### src/rtl/pc_fetch_unit_pkg.sv
// pc_fetch_unit_pkg: shared definitions for the instruction-fetch sequencer.
//   fetch_state_t : sequencer states (RUN / WAIT / FLUSH)
//   INST_BYTES    : PC increment per fetched word
//   ALIGN_BITS    : low target bits forced to zero on redirect
//   has_credit()  : buffer-credit test used before issuing a fetch
package pc_fetch_unit_pkg;

    typedef enum logic [1:0] {
        ST_RUN   = 2'd0,
        ST_WAIT  = 2'd1,
        ST_FLUSH = 2'd2
    } fetch_state_t;

    localparam int INST_BYTES = 4;
    localparam int ALIGN_BITS = 2;

    // Occupancy after this cycle must leave room for the fetch about to be
    // issued. 'inflight' counts the word being acked this cycle.
    function automatic logic has_credit(input logic [1:0] count,
                                        input logic       inflight,
                                        input logic       pop,
                                        input int         depth);
        logic [2:0] occ;
        occ = {1'b0, count} + {2'b00, inflight} - {2'b00, pop};
        return int'(occ) < depth;
    endfunction

endpackage

### src/rtl/fetch_buffer.sv
// fetch_buffer: small FIFO of returned instructions with their fetch address.
//   clk, reset (sync, active-low)
//   push, push_pc, push_inst : write one entry
//   pop                      : drop head entry
//   flush                    : discard all entries (wins over push/pop)
//   count                    : number of valid entries
//   head_valid, head_pc, head_inst : oldest entry
module fetch_buffer #(
    parameter int WIDTH = 32,
    parameter int DEPTH = 2
) (
    input  logic             clk,
    input  logic             reset,
    input  logic             push,
    input  logic [WIDTH-1:0] push_pc,
    input  logic [WIDTH-1:0] push_inst,
    input  logic             pop,
    input  logic             flush,
    output logic [1:0]       count,
    output logic             head_valid,
    output logic [WIDTH-1:0] head_pc,
    output logic [WIDTH-1:0] head_inst
);

    localparam int PTR_W = (DEPTH > 1) ? $clog2(DEPTH) : 1;

    logic [WIDTH-1:0] pc_mem   [DEPTH];
    logic [WIDTH-1:0] inst_mem [DEPTH];
    logic [PTR_W-1:0] rd_ptr;
    logic [PTR_W-1:0] wr_ptr;

    // Storage has no reset; validity is tracked by count alone.
    always_ff @(posedge clk) begin
        if (push) begin
            pc_mem[wr_ptr]   <= push_pc;
            inst_mem[wr_ptr] <= push_inst;
        end
    end

    always_ff @(posedge clk) begin
        if (!reset || flush) begin
            rd_ptr <= '0;
            wr_ptr <= '0;
            count  <= '0;
        end else begin
            if (push) wr_ptr <= wr_ptr + PTR_W'(1);
            if (pop)  rd_ptr <= rd_ptr + PTR_W'(1);
            count <= count + {1'b0, push} - {1'b0, pop};
        end
    end

    assign head_valid = (count != 2'd0);
    assign head_pc    = pc_mem[rd_ptr];
    assign head_inst  = inst_mem[rd_ptr];

endmodule

### src/rtl/pc_fetch_unit.sv
// pc_fetch_unit: instruction-fetch sequencer sitting on the consumer side of
// the external PC register.
//   clk, reset          : clock, synchronous active-low reset
//   pc_q / pc_d / pc_en : PC register read-back, next value, load enable
//   imem_req/addr/ack/rdata : word fetch handshake to instruction memory
//   redirect_valid/target   : taken branch/jump, flushes stale fetches
//   inst_valid/inst/inst_pc/inst_ready : buffered instruction to decode
module pc_fetch_unit
    import pc_fetch_unit_pkg::*;
#(
    parameter int               WIDTH        = 32,
    parameter logic [WIDTH-1:0] RESET_VECTOR = '0,
    parameter int               DEPTH        = 2
) (
    input  logic             clk,
    input  logic             reset,
    input  logic [WIDTH-1:0] pc_q,
    output logic [WIDTH-1:0] pc_d,
    output logic             pc_en,
    output logic             imem_req,
    output logic [WIDTH-1:0] imem_addr,
    input  logic             imem_ack,
    input  logic [WIDTH-1:0] imem_rdata,
    input  logic             redirect_valid,
    input  logic [WIDTH-1:0] redirect_target,
    output logic             inst_valid,
    output logic [WIDTH-1:0] inst,
    output logic [WIDTH-1:0] inst_pc,
    input  logic             inst_ready
);

    fetch_state_t     state, state_nxt;
    logic             req_nxt;
    logic [WIDTH-1:0] addr_nxt;
    logic             push, pop, flush;
    logic [1:0]       count;
    logic             head_valid;
    logic [WIDTH-1:0] pc_inc;
    logic [WIDTH-1:0] target;

    assign pc_inc = pc_q + WIDTH'(INST_BYTES);
    assign target = {redirect_target[WIDTH-1:ALIGN_BITS], {ALIGN_BITS{1'b0}}};

    assign inst_valid = reset & head_valid;
    assign pop        = inst_valid & inst_ready;

    always_ff @(posedge clk) begin
        if (!reset) begin
            state     <= ST_RUN;
            imem_req  <= 1'b0;
            imem_addr <= '0;
        end else begin
            state     <= state_nxt;
            imem_req  <= req_nxt;
            imem_addr <= addr_nxt;
        end
    end

    always_comb begin
        state_nxt = state;
        req_nxt   = imem_req;
        addr_nxt  = imem_addr;
        pc_en     = 1'b0;
        pc_d      = pc_q;
        push      = 1'b0;
        flush     = 1'b0;
        if (!reset) begin
            pc_en = 1'b1;
            pc_d  = RESET_VECTOR;
        end else begin
            case (state)
                ST_RUN: begin
                    if (redirect_valid) begin
                        flush = 1'b1;
                        pc_en = 1'b1;
                        pc_d  = target;
                    end else if (has_credit(count, 1'b0, pop, DEPTH)) begin
                        req_nxt   = 1'b1;
                        addr_nxt  = pc_q;
                        pc_en     = 1'b1;
                        pc_d      = pc_inc;
                        state_nxt = ST_WAIT;
                    end
                end
                ST_WAIT: begin
                    if (imem_ack && redirect_valid) begin
                        // returned word belongs to the abandoned path
                        flush     = 1'b1;
                        req_nxt   = 1'b0;
                        pc_en     = 1'b1;
                        pc_d      = target;
                        state_nxt = ST_RUN;
                    end else if (imem_ack) begin
                        push = 1'b1;
                        if (has_credit(count, 1'b1, pop, DEPTH)) begin
                            addr_nxt = pc_q;
                            pc_en    = 1'b1;
                            pc_d     = pc_inc;
                        end else begin
                            req_nxt   = 1'b0;
                            state_nxt = ST_RUN;
                        end
                    end else if (redirect_valid) begin
                        // request stays outstanding; its data is dropped in FLUSH
                        flush     = 1'b1;
                        pc_en     = 1'b1;
                        pc_d      = target;
                        state_nxt = ST_FLUSH;
                    end
                end
                ST_FLUSH: begin
                    if (redirect_valid) begin
                        flush = 1'b1;
                        pc_en = 1'b1;
                        pc_d  = target;
                    end
                    if (imem_ack) begin
                        req_nxt   = 1'b0;
                        state_nxt = ST_RUN;
                    end
                end
                default: begin
                    req_nxt   = 1'b0;
                    state_nxt = ST_RUN;
                end
            endcase
        end
    end

    fetch_buffer #(
        .WIDTH (WIDTH),
        .DEPTH (DEPTH)
    ) u_buf (
        .clk        (clk),
        .reset      (reset),
        .push       (push),
        .push_pc    (imem_addr),
        .push_inst  (imem_rdata),
        .pop        (pop),
        .flush      (flush),
        .count      (count),
        .head_valid (head_valid),
        .head_pc    (inst_pc),
        .head_inst  (inst)
    );

endmodule
### config.mk
export PLATFORM = sky130hd
export DESIGN_NAME = pc_fetch_unit
export DESIGN_NICKNAME = d
export VERILOG_FILES = /design/src/rtl/pc_fetch_unit_pkg.sv /design/src/rtl/fetch_buffer.sv /design/src/rtl/pc_fetch_unit.sv
export SDC_FILE = /design/constraint.sdc
export NUM_CORES = 1
export LEC_CHECK = 0
export ABC_AREA = 1
export BUFFER_PORTS_ARGS = -buffer_cell sky130_fd_sc_hd__buf_2
export CAP_MARGIN = 10
export CORE_UTILIZATION = 50
export DETAILED_ROUTE_END_ITERATION = 16
export GPL_TIMING_DRIVEN = 0
export PLACE_DENSITY = 0.76
export SETUP_SLACK_MARGIN = 0.15
export SYNTH_ARGS = -nofsm -noshare
export SYNTH_HDL_FRONTEND = slang
export SYNTH_HIERARCHICAL = 1
export SYNTH_SLANG_ARGS = --single-unit
### constraint.sdc
create_clock -name clk -period 5.7 [get_ports clk]
set_clock_uncertainty 0.05 [all_clocks]
set_input_delay 1.14 -clock clk [delete_from_list [all_inputs] [get_ports clk]]
set_output_delay 1.14 -clock clk [all_outputs]
set_load 0.005 [all_outputs]
==> qor.csv, run 1 <==
stage,metric,value,unit
critical_path,crit_type,input port to output pin,
place,pre_cts_ws,1600,ps
synth,synth_edf_count,128,
synth,yosysTopAreaCellShare,46.1,%
timing,setup_viol,0,
timing,hold_violations,0,
synth,netlist_area,8330,um^2
min_path,hold_depth,0,
clocking,clk_latency,420,ps
synth,yosysMostFrequentCell,nand2_1,
critical_path,end_kind,output pin,
routing,wirelength,21.6,mm
routing,routed_via_density,5.28,
critical_path,cpPeakStageDelay,310,ps
clocking,cts_setup_buffers,0,
power_and_ir_drop,vdd_drop_max,0.229,mV
grt,grt_pass1_vias,6416,
routing,antenna_left,0,
finish,postLayoutCoreUtil,64.6,%
timing,slew_violations,0,
floorplanning,pin_count,232,
power_and_ir_drop,p_leak,0.00458,uW
synth,yosys_warnings,6,
floorplanning,core_area,16100,um^2
clocking,holdBufCountCts,0,
floorplanning,die_h,131,um
synth,synth_xor_area_share,0.105,%
critical_path,rrSetupSlack,3050,ps
place,dpl.cell_count,1255,
grt,grt_use_total,25.6,%
routing,drc,0,
grt,grt_pass1_wl,32.7,mm
floorplanning,initial_core_util,51.9,%
clocking,cts_sinks,168,
outcome,outcome,finished clean,
synth,synth.cells.most_frequent,"nand2_1 (141), edfxtp_1 (128), inv_1 (92)",
finish,antenna_cells,0,
finish,design_area,10400,um^2
min_path,hold_class,flip-flop to flip-flop,
clocking,tritoncts,yes,
timing,clock.fmax,0.243,GHz
critical_path,reg2reg_depth,7,
finish,area_growth,24.5,%
critical_path,critPathArrivalTime,2930,ps
routing,wl_per_cell,16.8,um
critical_path,startpoint_type,input port,
synth,synth_cells,809,
grt,grt-ovfl-total,0,
finish,instances_no_fill,1287,
finish,layout.nets,1162,
grt,grt_max_degree,66,
routing,drt_iter0_markers,421,
timing,grt_setup_unrepaired,no,
synth,ys_seq_elements,168,
synth,synthAdderAreaFrac,0.450,%
synth,synth_cell_types,33,
routing,first_pass_iters,5,
critical_path,cp_slowest_cell,nor2_1,
synth,synthesis.nets,913,
routing,via_count,6794,
grt,antenna_found_initial,0,
critical_path,crit_family,simple AND/OR/NAND/NOR gates,
synth,yosysTopAreaCell,edfxtp_1,
critical_path,crit_end,pc_d[20],
synth,synth_compound_area_share,8.65,%
synth,ys_top_cells_by_area,"edfxtp_1 (46%), mux2_4 (11%), dfxtp_1 (9.6%)",
place,place_congestion,0.949,
critical_path,crit_path_frequent_cell,nand3_1,
critical_path,path_buf_inv,2,
critical_path,timing.rr.end,u_buf/inst_mem[0][24],
floorplanning,dieWidth,131,um
clocking,post_cts_resized,0,
timing,tightest_slew,906,ps
clocking,clk_pin_slew,60,ps
synth,synthMuxAreaShare,11.4,%
power_and_ir_drop,powerDensity,277,nW/um^2
place,dpl.hpwl,16.2,mm
critical_path,cp-startpoint,pc_q[2],
timing,max_slew_margin,39.4,%
timing,layout_setup_ws,1580,ps
synth,avgSynthCellArea,10.3,um^2
synth,synth_top_family_by_area,simple AND/OR/NAND/NOR gates,
critical_path,path_depth,11,
clocking,cts_buffers,17,
clocking,h-tree-depth,4,
synth,seq_area_frac_synth,55.7,%
critical_path,worst_ep_required_time,4510,ps
critical_path,cp_max_fo,5,
synth,synthArstFlopShare,0,%
floorplanning,dieArea,17200,um^2
critical_path,crit_chain,"buf_2, ha_1, nand3_1, nor2_2, nand3_1, nor2_1, nand3_1, nand2_1, nand3_1, a21oi_1, buf_2",
clocking,root_buffer,clkbuf_16,
finish,final_layout_size_suffix_gt1_share,33.6,%
run,cap_violations,0,
clocking,clockBufferDepth,2,
place,io_buffers,228,
synth,ys.flop_type,edfxtp_1,
timing,period_share,72.3,%
timing,period_minus_slack,4120,ps
critical_path,rr_startpoint,state[0],
synth,yosys.area_share.simple,15.9,%
place,place_area,9810,um^2
floorplanning,rows,46,
[routing by layer]
layer  vias to the layer above  share of wire (%)  GRT usage [%]
li1                       3302                  -              -
met1                      3110                 42           32.9
met2                       355                 49           43.0
met3                        27                7.8           4.18
met4                         0                1.7           11.2
met5                         -                  0              0
[flip-flops by register name, summed over array words and instances, names as in the netlist, named ones only]
register / flops
u_buf/inst_mem: 64
u_buf/count: 2
u_buf/rd_ptr: 1
u_buf/pc_mem: 64
imem_addr: 32
state: 2
imem_req: 1
u_buf/wr_ptr: 1
[cell type report]
type	instances	area [um^2]
Multi-Input combinational cell	507	3040
Buffer	36	285
Clock inverter	15	140
Clock buffer	17	425
Sequential cell	168	4640
Fill cell	1273	5680
Tap cell	216	270
Inverter	98	370
Timing Repair Buffer	230	1200
[per-stage QoR]
step / total power (uW) / setup TNS (ps) / hold WS (ps)
final: 2870 / 0 / 422
after global routing: 2980 / 0 / 439
after CTS: 2880 / 0 / 422
after detailed placement: 1810 / 0 / 409
after global placement: 1810 / -94280 / 406
after floorplan: 1630 / 0 / 410
[logic make-up (layout without fill, tap and decap cells)]
| kind of cell | Yosys count | count (layout) |
|---|---|---|
| AOI/OAI and AO/OA | 138 | 138 |
| xor gates and xnor gates | 1 | 1 |
| adders and majority gates | 3 | 3 |
| buffers and inverters | 134 | 396 |
| DFF | 168 | 168 |
| muxes | 64 | 64 |
| and+or+nand+nor | 301 | 301 |
[placed cells by master, fill, tap and decap left out, types with 2 or more instances in the layout]
| cell | n |
|---|---|
| a21oi_1 | 64 |
| buf_1 | 5 |
| buf_12 | 6 |
| buf_16 | 2 |
| buf_2 | 234 |
| buf_4 | 2 |
| buf_6 | 5 |
| clkbuf_1 | 12 |
| clkbuf_16 | 17 |
| clkinv_1 | 3 |
| clkinv_4 | 3 |
| clkinvlp_4 | 4 |
| dfxtp_1 | 40 |
| edfxtp_1 | 128 |
| ha_1 | 3 |
| inv_1 | 91 |
| inv_2 | 5 |
| inv_6 | 4 |
| mux2_2 | 4 |
| mux2_4 | 60 |
| nand2_1 | 141 |
| nand2_2 | 2 |
| nand3_1 | 55 |
| nand4_1 | 22 |
| nor2_1 | 59 |
| nor2_2 | 4 |
| nor2_4 | 3 |
| nor3_1 | 11 |
| nor4_1 | 2 |
| o21ai_0 | 33 |
| o21ai_1 | 33 |
| o221ai_1 | 5 |
[power by group]
| group | leakage (uW) | internal, uW | switching, uW |
|---|---|---|---|
| sequential | 0.00149 | 1370 | 38.4 |
| combinational | 0.00282 | 150 | 235 |
| clock | 0.000264 | 607 | 469 |
[worst min-delay path by stage]
stage | endpoint | from | slack [ps]
floorplan | imem_req | imem_req | 410
CTS | u_buf/pc_mem[0][22] | imem_addr[22] | 420
global placement | u_buf/pc_mem[0][5] | imem_addr[5] | 410
finish | u_buf/pc_mem[0][22] | imem_addr[22] | 420
global route | u_buf/pc_mem[0][22] | imem_addr[22] | 440
detailed placement | u_buf/pc_mem[1][22] | imem_addr[22] | 410
Note: power is estimated with default switching activity, not from simulation.
==> inputs of run 2 (changes only) <==
--- a/config.mk
+++ b/config.mk
@@ -8,7 +8,7 @@
 export ABC_AREA = 1
 export BUFFER_PORTS_ARGS = -buffer_cell sky130_fd_sc_hd__buf_2
 export CAP_MARGIN = 10
-export CORE_UTILIZATION = 50
+export CORE_UTILIZATION = 48
 export DETAILED_ROUTE_END_ITERATION = 16
 export GPL_TIMING_DRIVEN = 0
 export PLACE_DENSITY = 0.76
==> constraint.sdc (replaced) <==
create_clock -name clk -period 3.78 [get_ports clk]
set_clock_uncertainty 0.05 [all_clocks]
set_input_delay 0.756 -clock clk [delete_from_list [all_inputs] [get_ports clk]]
set_output_delay 0.756 -clock clk [all_outputs]
set_load 0.005 [all_outputs]
==> qor.csv, run 2 (synthesis results as in run 1) <==
stage,metric,value,unit
floorplanning,dieWidth,134,um
routing,antenna_left,0,
critical_path,path_buf_inv,2,
timing,grt_setup_unrepaired,no,
outcome,outcome,finished clean,
place,dpl.cell_count,1259,
timing,max_slew_margin,41.2,%
finish,layout.nets,1162,
routing,drt_iter0_markers,406,
critical_path,timing.rr.end,u_buf/inst_mem[1][2],
clocking,root_buffer,clkbuf_16,
critical_path,reg2reg_depth,6,
floorplanning,rows,47,
finish,final_cell_mix,"buf_2 (234), nand2_1 (141), edfxtp_1 (128)",
finish,fillers,1376,
finish,instances_no_fill,1291,
grt,antenna_found_initial,0,
floorplanning,die_h,134,um
clocking,h-tree-depth,4,
grt,grt_use_total,24.7,%
routing,routed_via_density,5.24,
power_and_ir_drop,power.total,4360,uW
min_path,hold_depth,0,
min_path,whs_endpoint,u_buf/pc_mem[1][14],
timing,slew_violations,0,
grt,grt_pass1_vias,6359,
clocking,clk_pin_slew,60,ps
clocking,tritoncts,yes,
critical_path,crit_type,input port to output pin,
critical_path,startpoint_type,input port,
finish,final_common_cell,buf_2,
place,io_buffers,228,
place,dpl.hpwl,16.5,mm
routing,wl_per_cell,17.1,um
finish,final-seq-area,4640,um^2
routing,via_count,6770,
power_and_ir_drop,vdd_drop_max,0.235,mV
critical_path,cpPeakStageDelay,250,ps
routing,first_pass_iters,5,
floorplanning,pin_count,232,
timing,period_share,90.8,%
min_path,hold_class,flip-flop to flip-flop,
run,cap_violations,0,
grt,grt_pass1_wl,33.7,mm
finish,area_growth,24.7,%
timing,tightest_slew,881,ps
critical_path,cp-startpoint,pc_q[3],
clocking,holdBufCountCts,0,
clocking,cts_setup_buffers,0,
critical_path,cp_slowest_cell,a21oi_1,
finish,multiInputGateArea,3050,um^2
clocking,cts_sinks,168,
clocking,cts_buffers,17,
floorplanning,initial_core_util,49.7,%
clocking,clockBufferDepth,2,
clocking,clk_latency,410,ps
finish,reg_top3,"u_buf/inst_mem: 64 flops, u_buf/pc_mem: 64 flops, imem_addr: 32 flops",
critical_path,cp_max_fo,6,
finish,antenna_cells,0,
critical_path,worst_ep_required_time,2970,ps
critical_path,crit_chain,"buf_2, ha_1, nand3_1, nor2_2, nand3_1, nor2_2, nand2_1, nor2_1, nor2_1, a21oi_1, buf_2",
grt,grt_max_degree,66,
critical_path,rrSetupSlack,1350,ps
grt,grt-ovfl-total,0,
routing,drc,0,
timing,hold_violations,0,
min_path,hold_start,imem_addr[14],
timing,period_minus_slack,3430,ps
timing,clock.fmax,0.291,GHz
finish,final_layout_size_suffix_gt1_share,33.8,%
critical_path,critPathArrivalTime,2630,ps
power_and_ir_drop,p_leak,0.00459,uW
floorplanning,dieArea,17900,um^2
place,place_congestion,0.950,
critical_path,crit_family,simple AND/OR/NAND/NOR gates,
floorplanning,core_area,16800,um^2
critical_path,end_kind,output pin,
routing,wirelength,22.0,mm
power_and_ir_drop,powerDensity,419,nW/um^2
timing,setup_viol,0,
critical_path,rr_startpoint,state[0],
## run 2: cell count changes in the layout (fill, tap and decap cells not counted)
cell / before / now
bufinv_16: 1 / 0
clkbuf_8: 0 / 2
clkinvlp_4: 4 / 1
nor2_2: 4 / 5
inv_6: 4 / 5
nor2_1: 59 / 58
inv_8: 1 / 2
clkinv_1: 3 / 2
buf_16: 2 / 1
buf_12: 6 / 7
clkbuf_16: 17 / 18
## run 2: cell type report
type                            instances  share of cell area, %
Sequential cell                       168                   44.7
Multi-Input combinational cell        507                   29.3
Timing Repair Buffer                  230                   11.4
Clock buffer                           20                   4.60
Inverter                               98                   3.56
Buffer                                 36                   2.75
Tap cell                              220                   2.65
Clock inverter                         12                  0.999
## run 2: stage by stage
stage,utilization [%],TNS [ps],hold slack [ps],area (um^2),worst slack [ps]
floorplan,-,0,410,8340,532
global placement,58.2,-52140,408,9760,-642
detailed placement,58.5,0,415,9810,350
CTS,62.0,0,433,10400,339
global route,62.0,0,455,10400,170
finish,62.0,0,433,10400,349
## run 2: worst register-to-register path: stages (launching register included)
cell and delay, ps:
dfxtp_1 420, inv_2 80, nor2_4 120, nand2_1 90, nor3_1 400, nand2_1 180, inv_4 640
## run 2: worst max-delay path by stage
stage | to | slack, ps | depth (start not counted)
after global placement | u_buf/inst_mem[1][11] | -640 | 6
after CTS | pc_d[30] | 340 | 11
after detailed placement | pc_d[30] | 350 | 11
final | pc_d[30] | 350 | 11
after global routing | pc_d[30] | 170 | 11
after floorplan | u_buf/inst_mem[1][0] | 530 | 6
## run 2: per-layer routing
metal / vias up / share of wire, % / wire, um / global-route usage, %
met5: - / 0 / 0 / 0
met4: 0 / 1.8 / 397 / 8.21
met3: 25 / 7.3 / 1620 / 4.57
met2: 355 / 48 / 10500 / 41.4
met1: 3099 / 43 / 9520 / 32.1
li1: 3291 / - / - / -
## run 2: timing repair
item / in CTS / in global routing
gates resized for setup: 0 / 1
hold endpoints to repair: 0 / 0
setup endpoints to repair: 0 / 1
## run 2: power breakdown
group | switching [uW] | internal, uW
combinational | 357 | 226
sequential | 59.3 | 2070
clock | 710 | 936
